<file path="src/rtl/data_axi_bridge_pkg.sv">
// Shared definitions for the data-bus to AXI bridge: FSM state encoding,
// fixed AXI attribute values and the upstream size codes.
package data_axi_bridge_pkg;

   typedef enum logic [2:0] {
      ST_IDLE    = 3'd0,
      ST_RD_ADDR = 3'd1,
      ST_RD_DATA = 3'd2,
      ST_WR_REQ  = 3'd3,
      ST_WR_RESP = 3'd4
   } state_t;

   localparam logic [3:0] AXI_ID     = 4'd1;
   localparam logic [3:0] AXI_LEN0   = 4'd0;
   localparam logic [1:0] BURST_INCR = 2'b01;
   localparam logic [1:0] AXI_LOCK0  = 2'b00;
   localparam logic [3:0] AXI_CACHE0 = 4'b0000;
   localparam logic [2:0] AXI_PROT0  = 3'b000;

   localparam logic [1:0] SIZE_BYTE = 2'b00;
   localparam logic [1:0] SIZE_HALF = 2'b01;
   localparam logic [1:0] SIZE_WORD = 2'b10;
   localparam logic [1:0] SIZE_RSVD = 2'b11;

   // The reserved size code behaves as a full word.
   function automatic logic [1:0] norm_size(input logic [1:0] size);
      return (size == SIZE_RSVD) ? SIZE_WORD : size;
   endfunction

endpackage

</file>
<file path="src/rtl/data_axi_bridge_wstrb.sv">
// Byte-lane strobe generator: maps access size and low address bits onto
// the four write strobes of a 32-bit data bus.
module data_axi_bridge_wstrb
   import data_axi_bridge_pkg::*;
(
   input  logic [1:0] size,
   input  logic [1:0] addr_lo,
   output logic [3:0] wstrb
);

   // Select the lanes covered by the access, aligned to its natural size.
   always_comb begin
      wstrb = 4'b1111;
      case (size)
         SIZE_BYTE: wstrb = 4'b0001 << addr_lo;
         SIZE_HALF: wstrb = 4'b0011 << {addr_lo[1], 1'b0};
         default:   wstrb = 4'b1111;
      endcase
   end

endmodule

</file>
<file path="src/rtl/data_axi_bridge.sv">
// Single-outstanding bridge from a simple request/ok data bus to AXI.
// Reads go through AR then R; writes issue AW and W together, then wait on B.
module data_axi_bridge
   import data_axi_bridge_pkg::*;
(
   input  logic        clk,
   input  logic        rst,
   // upstream data bus
   input  logic        data_req,
   input  logic        data_wr,
   input  logic [1:0]  data_size,
   input  logic [31:0] data_addr,
   input  logic [31:0] data_wdata,
   output logic        data_addr_ok,
   output logic        data_data_ok,
   output logic [31:0] data_rdata,
   // AXI read address
   output logic [3:0]  arid,
   output logic [31:0] araddr,
   output logic [3:0]  arlen,
   output logic [2:0]  arsize,
   output logic [1:0]  arburst,
   output logic [1:0]  arlock,
   output logic [3:0]  arcache,
   output logic [2:0]  arprot,
   output logic        arvalid,
   input  logic        arready,
   // AXI read data
   input  logic        rvalid,
   input  logic [31:0] rdata,
   input  logic        rlast,
   output logic        rready,
   // AXI write address
   output logic [3:0]  awid,
   output logic [31:0] awaddr,
   output logic [3:0]  awlen,
   output logic [2:0]  awsize,
   output logic [1:0]  awburst,
   output logic [1:0]  awlock,
   output logic [3:0]  awcache,
   output logic [2:0]  awprot,
   output logic        awvalid,
   input  logic        awready,
   // AXI write data
   output logic [3:0]  wid,
   output logic [31:0] wdata,
   output logic [3:0]  wstrb,
   output logic        wlast,
   output logic        wvalid,
   input  logic        wready,
   // AXI write response
   input  logic        bvalid,
   output logic        bready
);

   state_t      state;
   logic        aw_done;
   logic        w_done;
   logic        wr_q;
   logic [1:0]  size_q;
   logic [31:0] addr_q;
   logic [31:0] wdata_q;
   logic [3:0]  wstrb_q;
   logic [3:0]  wstrb_new;
   logic        aw_fire;
   logic        w_fire;
   logic        aw_all;
   logic        w_all;
   logic        unused_rlast;

   // Single beat only, so the last flag carries no information.
   assign unused_rlast = rlast;

   data_axi_bridge_wstrb u_wstrb (
      .size    (data_size),
      .addr_lo (data_addr[1:0]),
      .wstrb   (wstrb_new)
   );

   assign aw_fire = awvalid & awready;
   assign w_fire  = wvalid & wready;
   assign aw_all  = aw_done | aw_fire;
   assign w_all   = w_done | w_fire;

   assign data_addr_ok = (state == ST_IDLE);
   assign data_data_ok = ((state == ST_RD_DATA) & rvalid) |
                         ((state == ST_WR_RESP) & bvalid);
   assign data_rdata   = ((state == ST_RD_DATA) & ~wr_q) ? rdata : 32'h0;

   assign arid    = AXI_ID;
   assign arlen   = AXI_LEN0;
   assign arburst = BURST_INCR;
   assign arlock  = AXI_LOCK0;
   assign arcache = AXI_CACHE0;
   assign arprot  = AXI_PROT0;
   assign araddr  = addr_q;
   assign arsize  = {1'b0, size_q};

   assign awid    = AXI_ID;
   assign awlen   = AXI_LEN0;
   assign awburst = BURST_INCR;
   assign awlock  = AXI_LOCK0;
   assign awcache = AXI_CACHE0;
   assign awprot  = AXI_PROT0;
   assign awaddr  = addr_q;
   assign awsize  = {1'b0, size_q};

   assign wid     = AXI_ID;
   assign wdata   = wdata_q;
   assign wstrb   = wstrb_q;
   assign wlast   = 1'b1;

   // Transaction FSM with registered AXI handshake outputs.
   always_ff @(posedge clk or negedge rst) begin
      if (!rst) begin
         state   <= ST_IDLE;
         arvalid <= 1'b0;
         rready  <= 1'b0;
         awvalid <= 1'b0;
         wvalid  <= 1'b0;
         bready  <= 1'b0;
         aw_done <= 1'b0;
         w_done  <= 1'b0;
         wr_q    <= 1'b0;
         size_q  <= 2'b00;
         addr_q  <= 32'h0;
         wdata_q <= 32'h0;
         wstrb_q <= 4'h0;
      end else begin
         case (state)
            ST_IDLE: begin
               if (data_req) begin
                  wr_q    <= data_wr;
                  size_q  <= norm_size(data_size);
                  addr_q  <= data_addr;
                  wdata_q <= data_wdata;
                  wstrb_q <= wstrb_new;
                  aw_done <= 1'b0;
                  w_done  <= 1'b0;
                  if (data_wr) begin
                     state   <= ST_WR_REQ;
                     awvalid <= 1'b1;
                     wvalid  <= 1'b1;
                  end else begin
                     state   <= ST_RD_ADDR;
                     arvalid <= 1'b1;
                  end
               end
            end
            ST_RD_ADDR: begin
               if (arready) begin
                  arvalid <= 1'b0;
                  rready  <= 1'b1;
                  state   <= ST_RD_DATA;
               end
            end
            ST_RD_DATA: begin
               if (rvalid) begin
                  rready <= 1'b0;
                  state  <= ST_IDLE;
               end
            end
            ST_WR_REQ: begin
               if (aw_fire) begin
                  awvalid <= 1'b0;
                  aw_done <= 1'b1;
               end
               if (w_fire) begin
                  wvalid <= 1'b0;
                  w_done <= 1'b1;
               end
               // Both channels done (together or at different times).
               if (aw_all & w_all) begin
                  aw_done <= 1'b0;
                  w_done  <= 1'b0;
                  bready  <= 1'b1;
                  state   <= ST_WR_RESP;
               end
            end
            ST_WR_RESP: begin
               if (bvalid) begin
                  bready <= 1'b0;
                  state  <= ST_IDLE;
               end
            end
            default: state <= ST_IDLE;
         endcase
      end
   end

endmodule

</file>
<file path="config.mk">
export PLATFORM = sky130hd
export DESIGN_NAME = data_axi_bridge
export DESIGN_NICKNAME = d
export VERILOG_FILES = /design/src/rtl/data_axi_bridge_pkg.sv /design/src/rtl/data_axi_bridge_wstrb.sv /design/src/rtl/data_axi_bridge.sv
export SDC_FILE = /design/constraint.sdc
export NUM_CORES = 1
export LEC_CHECK = 0
export ABC_AREA = 1
export BUFFER_PORTS_ARGS = -buffer_cell sky130_fd_sc_hd__buf_2
export CORE_ASPECT_RATIO = 1.5
export CORE_UTILIZATION = 30
export CTS_CLUSTER_SIZE = 12
export DETAILED_ROUTE_END_ITERATION = 10
export SLEW_MARGIN = 25
export SYNTH_ARGS = -nofsm -noshare
export SYNTH_HDL_FRONTEND = slang
export SYNTH_HIERARCHICAL = 1
export SYNTH_SLANG_ARGS = --single-unit
</file>
<file path="constraint.sdc">
create_clock -name clk -period 1.75 [get_ports clk]
set_clock_uncertainty 0.1 [all_clocks]
set_input_delay 0.175 -clock clk [delete_from_list [all_inputs] [get_ports clk]]
set_output_delay 0.175 -clock clk [all_outputs]
set_load 0.02 [all_outputs]
</file>
# Yosys cells after proc, flatten, opt, wreduce, memory -nomap -nowiden
# Index checks and enable logic that the tools add are counted.
[word_totals]
ff_bits = 81
word_cells = 90
input_bits = 108
[op_classes]
n_bitwise = 10
reduce_logical = 15
shift = 2
muxes = 33
eq_ne = 17
[op_table]
columns = ["operator", "count"]
rows = [
  ["32-bit 2-to-1 mux", 1],
  ["2-bit inequality test (second input constant)", 9],
  ["1-bit 2-to-1 mux", 16],
  ["3-bit 2-to-1 mux", 5],
  ["3-bit one-hot mux with 5 select lines", 1],
  ["1-bit one-hot mux with 2 select lines", 7],
  ["3-bit AND reduction", 4],
  ["4-bit AND reduction", 3],
  ["4-bit one-hot mux with 2 select lines", 1],
  ["2-bit nonzero test", 4],
  ["1-bit bitwise AND", 6],
  ["3-bit by 2-bit equality test with 1-bit output (second input constant)", 2],
  ["3-bit inequality test (second input constant)", 2],
  ["5-bit AND reduction", 1],
  ["2-bit 2-to-1 mux", 2],
  ["1-bit by 2-bit left shift with 4-bit output (first input constant)", 1],
  ["2-bit by 2-bit left shift with 4-bit output (first input constant)", 1],
  ["3-bit by 1-bit equality test with 1-bit output (second input constant)", 1],
  ["3-bit equality test (second input constant)", 1],
  ["3-bit zero test", 1],
  ["1-bit bitwise OR", 3],
  ["2-bit by 1-bit equality test with 1-bit output (second input constant)", 1],
  ["2-bit equality test (second input constant)", 1],
  ["2-bit zero test", 1],
  ["other kinds (2)", 2],
]

# Logic depth before layout (Yosys ltp)
[logic_depth]
ltp_word = 5
depth_mapped = 9

# Modules after synthesis
# Netlist, hierarchy kept.
[modules_own_cells]
columns = ["mod", "cells_each", "n_inst", "area_per_inst_um2"]
rows = [
  ["data_axi_bridge", 531, 1, 4086.4],
  ["data_axi_bridge_wstrb", 12, 1, 50.0],
]

# Worst setup path before layout
# Ideal clock, no wire load.
[synth_path]
kind = "reg-to-output"
from = "register state[0]"
to = "output data_rdata[0]"
path_stages_with_launch = 6
t_required_ns = 1.475
arrival_time_ns = 1.305
path_slack_ns = 0.170
n_path_buf = 2
path_cell_list = "dfrtp_1 buf_2 nor3_1 nand2_1 buf_2 nor2_1"
[synth_between]
elab_chain_cells = 3
[synth_rtl]
columns = ["item", "line", "rtl"]
rows = [
  ["start: declaration", "data_axi_bridge.sv:56", "state_t state;"],
  ["start signal: assignment", "data_axi_bridge.sv:116", "state <= ST_IDLE;"],
  ["start signal: assignment", "data_axi_bridge.sv:141", "state <= ST_WR_REQ;"],
  ["start signal: assignment", "data_axi_bridge.sv:145", "state <= ST_RD_ADDR;"],
  ["3-bit by 2-bit equality test with 1-bit output", "data_axi_bridge.sv:88", "assign data_rdata = ((state == ST_RD_DATA) & ~wr_q) ? rdata : 32'h0;"],
  ["1-bit bitwise AND", "data_axi_bridge.sv:88", ""],
  ["32-bit 2-to-1 mux", "data_axi_bridge.sv:88", ""],
  ["end: declaration", "data_axi_bridge.sv:16", "output logic [31:0] data_rdata,"],
]
# Every way passes these cells.

# Worst setup path after layout
[layout_path]
from = "register state[0]"
to = "output data_rdata[21]"
# Same word-level chain as after synthesis.

==> results.json <==
{
  "drv_slew": 0,
  "synth-compound-area-share_pct": 1.24,
  "grt_pass1_vias": 3780,
  "htree_levels": 3,
  "p_int_w": 0.00615,
  "grt_overflow_total": 0,
  "initial_core_util_pct": 30.7,
  "combPwrFrac_pct": 54.1,
  "clkLatencyLatePin_ns": 0.33,
  "dr.pass1.iters": 9,
  "rrSetupSlack_ns": 0.11,
  "coreArea_um2": 13500,
  "grt_pass1_wl_um": 18200,
  "cts_tree": "built",
  "cts.sink_count": 81,
  "vias_per_cell": 4.11,
  "p_leak_nw": 3.94,
  "ys_ff_latch": 81,
  "hold_viol_final": 0,
  "syn_area_per_cell_um2": 7.62,
  "place_ws_ns": 0.0593,
  "vias": 4124,
  "die_h_um": 146,
  "grt_use_total_pct": 16.1,
  "p_sw_share_pct": 46.2,
  "final_common_cell": "nand2_1",
  "postRouteWirelength_um": 12300,
  "syn-cell-area_um2": 4140,
  "synthMuxAreaShare_pct": 0,
  "synthAdderAreaFrac_pct": 0,
  "wl_per_cell_um": 12.3,
  "grt_max_degree": 82,
  "gp_congestion": 0.784,
  "seq_area_frac_synth_pct": 49.0,
  "antenna_found_initial": 1,
  "ir_worst_vdd_uv": 1010,
  "dp_cells": 911,
  "fin_cells": 1004,
  "clk_pin_slew_ns": 0.06,
  "switching_power_w": 0.00528,
  "p_seq_share_pct": 29.5,
  "drtIter0Drc": 138,
  "crit_type": "flop to output port",
  "yosys_warnings": 6,
  "rows": 52,
  "synth.distinct_cells": 17,
  "critical_path_arrival_ns": 1.51,
  "power_frac_clock_pct": 16.4,
  "clock_path_buffers": 2,
  "area_growth_pct": 56.9,
  "max_clock_freq_ghz": 0.561,
  "cap_violations": 0,
  "critPathLaunchType": "flop",
  "drtAntennaViolNets": 0,
  "synth_top_family_by_area": "simple AND/OR/NAND/NOR gates",
  "port_buffers": 249,
  "drt-met1-wl_um": 4530,
  "synthSimpleGateAreaFrac_pct": 28.2,
  "fin_crit_ns": 1.78,
  "die_w_um": 97.9,
  "wl_met2_um": 6800,
  "outcome": "complete, but fails checks",
  "worst_setup_path_end_kind": "output port",
  "setup_viol": 30,
  "drc": 31,
  "dieArea_um2": 14300,
  "cts_buffers": 9,
  "synth_xor_area_share_pct": 0,
  "syn_inst": 543,
  "fin_ws_ns": -0.0333,
  "route.met3.wl_um": 719,
  "power_density_nw_per_um2": 1760,
  "rsz0062_at_grt": "true",
  "required_ns": 1.47,
  "highest_layer": "met4",
  "hpwl_um": 8000,
  "hold_class": "input pin to flop",
  "ios": 296,
  "final_cell_mix": "242 x nand2_1, 215 x buf_2, 79 x dfrtp_1, 66 x dlygate4sd3_1, 48 x inv_1",
  "drive_gt1_share_pct": 36.3,
  "violations": "DRC, setup timing",
  "fin_crit_sh_pct": 102,
  "clockRootBuffer": "clkbuf_16",
  "fin_nets": 945,
  "cp_max_fo": 32
}
worst paths after layout:
| kind | startpoint | end | cells past startpoint |
|---|---|---|---|
| worst max-delay path | state[0] | data_rdata[21] | 5 |
| worst min-delay path | data_wdata[13] | wdata[13] | 3 |
| worst max register to register | state[2] | wdata[26] | 9 |
| worst min register to register | wdata[7] | wdata[7] | 2 |
| max in group asynchronous | rst | state[0] | 3 |
| min in group asynchronous | rst | araddr[17] | 3 |
through the flow:
| step | area [um2] | total power, W | TNS (ns) | util [%] | hold WS (ns) |
|---|---|---|---|---|---|
| after detailed placement | 5230 | 0.00892 | 0 | 38.8 | 0.142 |
| after global routing | 6490 | 0.0122 | -2.63 | 48.2 | 0.00611 |
| after CTS | 6290 | 0.0111 | -0.293 | 46.7 | 0.0146 |
| final | 6490 | 0.0114 | -0.357 | 48.2 | 0.0186 |
| after floorplan | 4300 | 0.00733 | 0 | - | -0.221 |
| after global placement | 5230 | 0.00886 | 0 | 38.8 | 0.143 |
kinds of logic after synthesis:
family / after synthesis
AO/OA/AOI/OAI: 10
buffers and inverters: 149
flip-flops: 81
other: 2
AND/OR/NAND/NOR: 301
layout make-up:
class / instances / area, um2
Inverter: 52 / 203
Tap cell: 162 / 203
Antenna cell: 1 / 2.50
Sequential cell: 81 / 2030
Clock inverter: 5 / 56.3
Fill cell: 1311 / 6980
Timing Repair inverter: 1 / 5.00
Timing Repair Buffer: 336 / 2320
Clock buffer: 10 / 239
Multi-Input combinational cell: 356 / 1430
power groups by stage:
stage                     combinational, W  sequential (W)  clock (W)
after global placement             0.00549         0.00337          0
after CTS                          0.00583         0.00336    0.00193
after floorplan                    0.00302         0.00431          0
after detailed placement           0.00555         0.00337          0
after global routing               0.00669         0.00348    0.00202
final                              0.00619         0.00337    0.00188
state kept, by name, indices dropped and copies added, names as in the netlist, 2 cells and up:
| register | flops |
|---|---|
| araddr | 32 |
| wstrb | 4 |
| state | 3 |
| size_q | 2 |
| wdata | 32 |
cells in the mapped netlist (all sizes together):
cell    number  share of area (%)
nand2      247                 23
nand3        8               0.97
conb         2               0.18
o21ai        5               0.60
a21oi        4               0.48
buf         97                 17
nor3         2               0.24
inv         52                4.7
o22ai        1               0.15
dfrtp       81                 49
nor2        43                4.3
nand3b       1               0.18
per-layer routing:
layer  GRT usage (%)  vias up
met3            3.22       21
met1            17.0     1855
met2            30.4      184
met5               0        -
li1                -     2064
met4            6.74        0
critical path: stages, from the launching register on:
cell     delay (ns)
dfrtp_2        0.44
nor3_4         0.22
nand2_2        0.09
buf_12         0.17
nor2_1         0.11
buf_4          0.15
what timing repair did:
item	4_1_cts	5_1_grt
setup endpoints to repair	33	99
hold buffers	66	0
gates resized for setup	36	24
hold endpoints to repair	145	0
pin swaps	2	5
setup buffers	2	5
gates cloned	0	4
(Power assumes the default switching activity.)
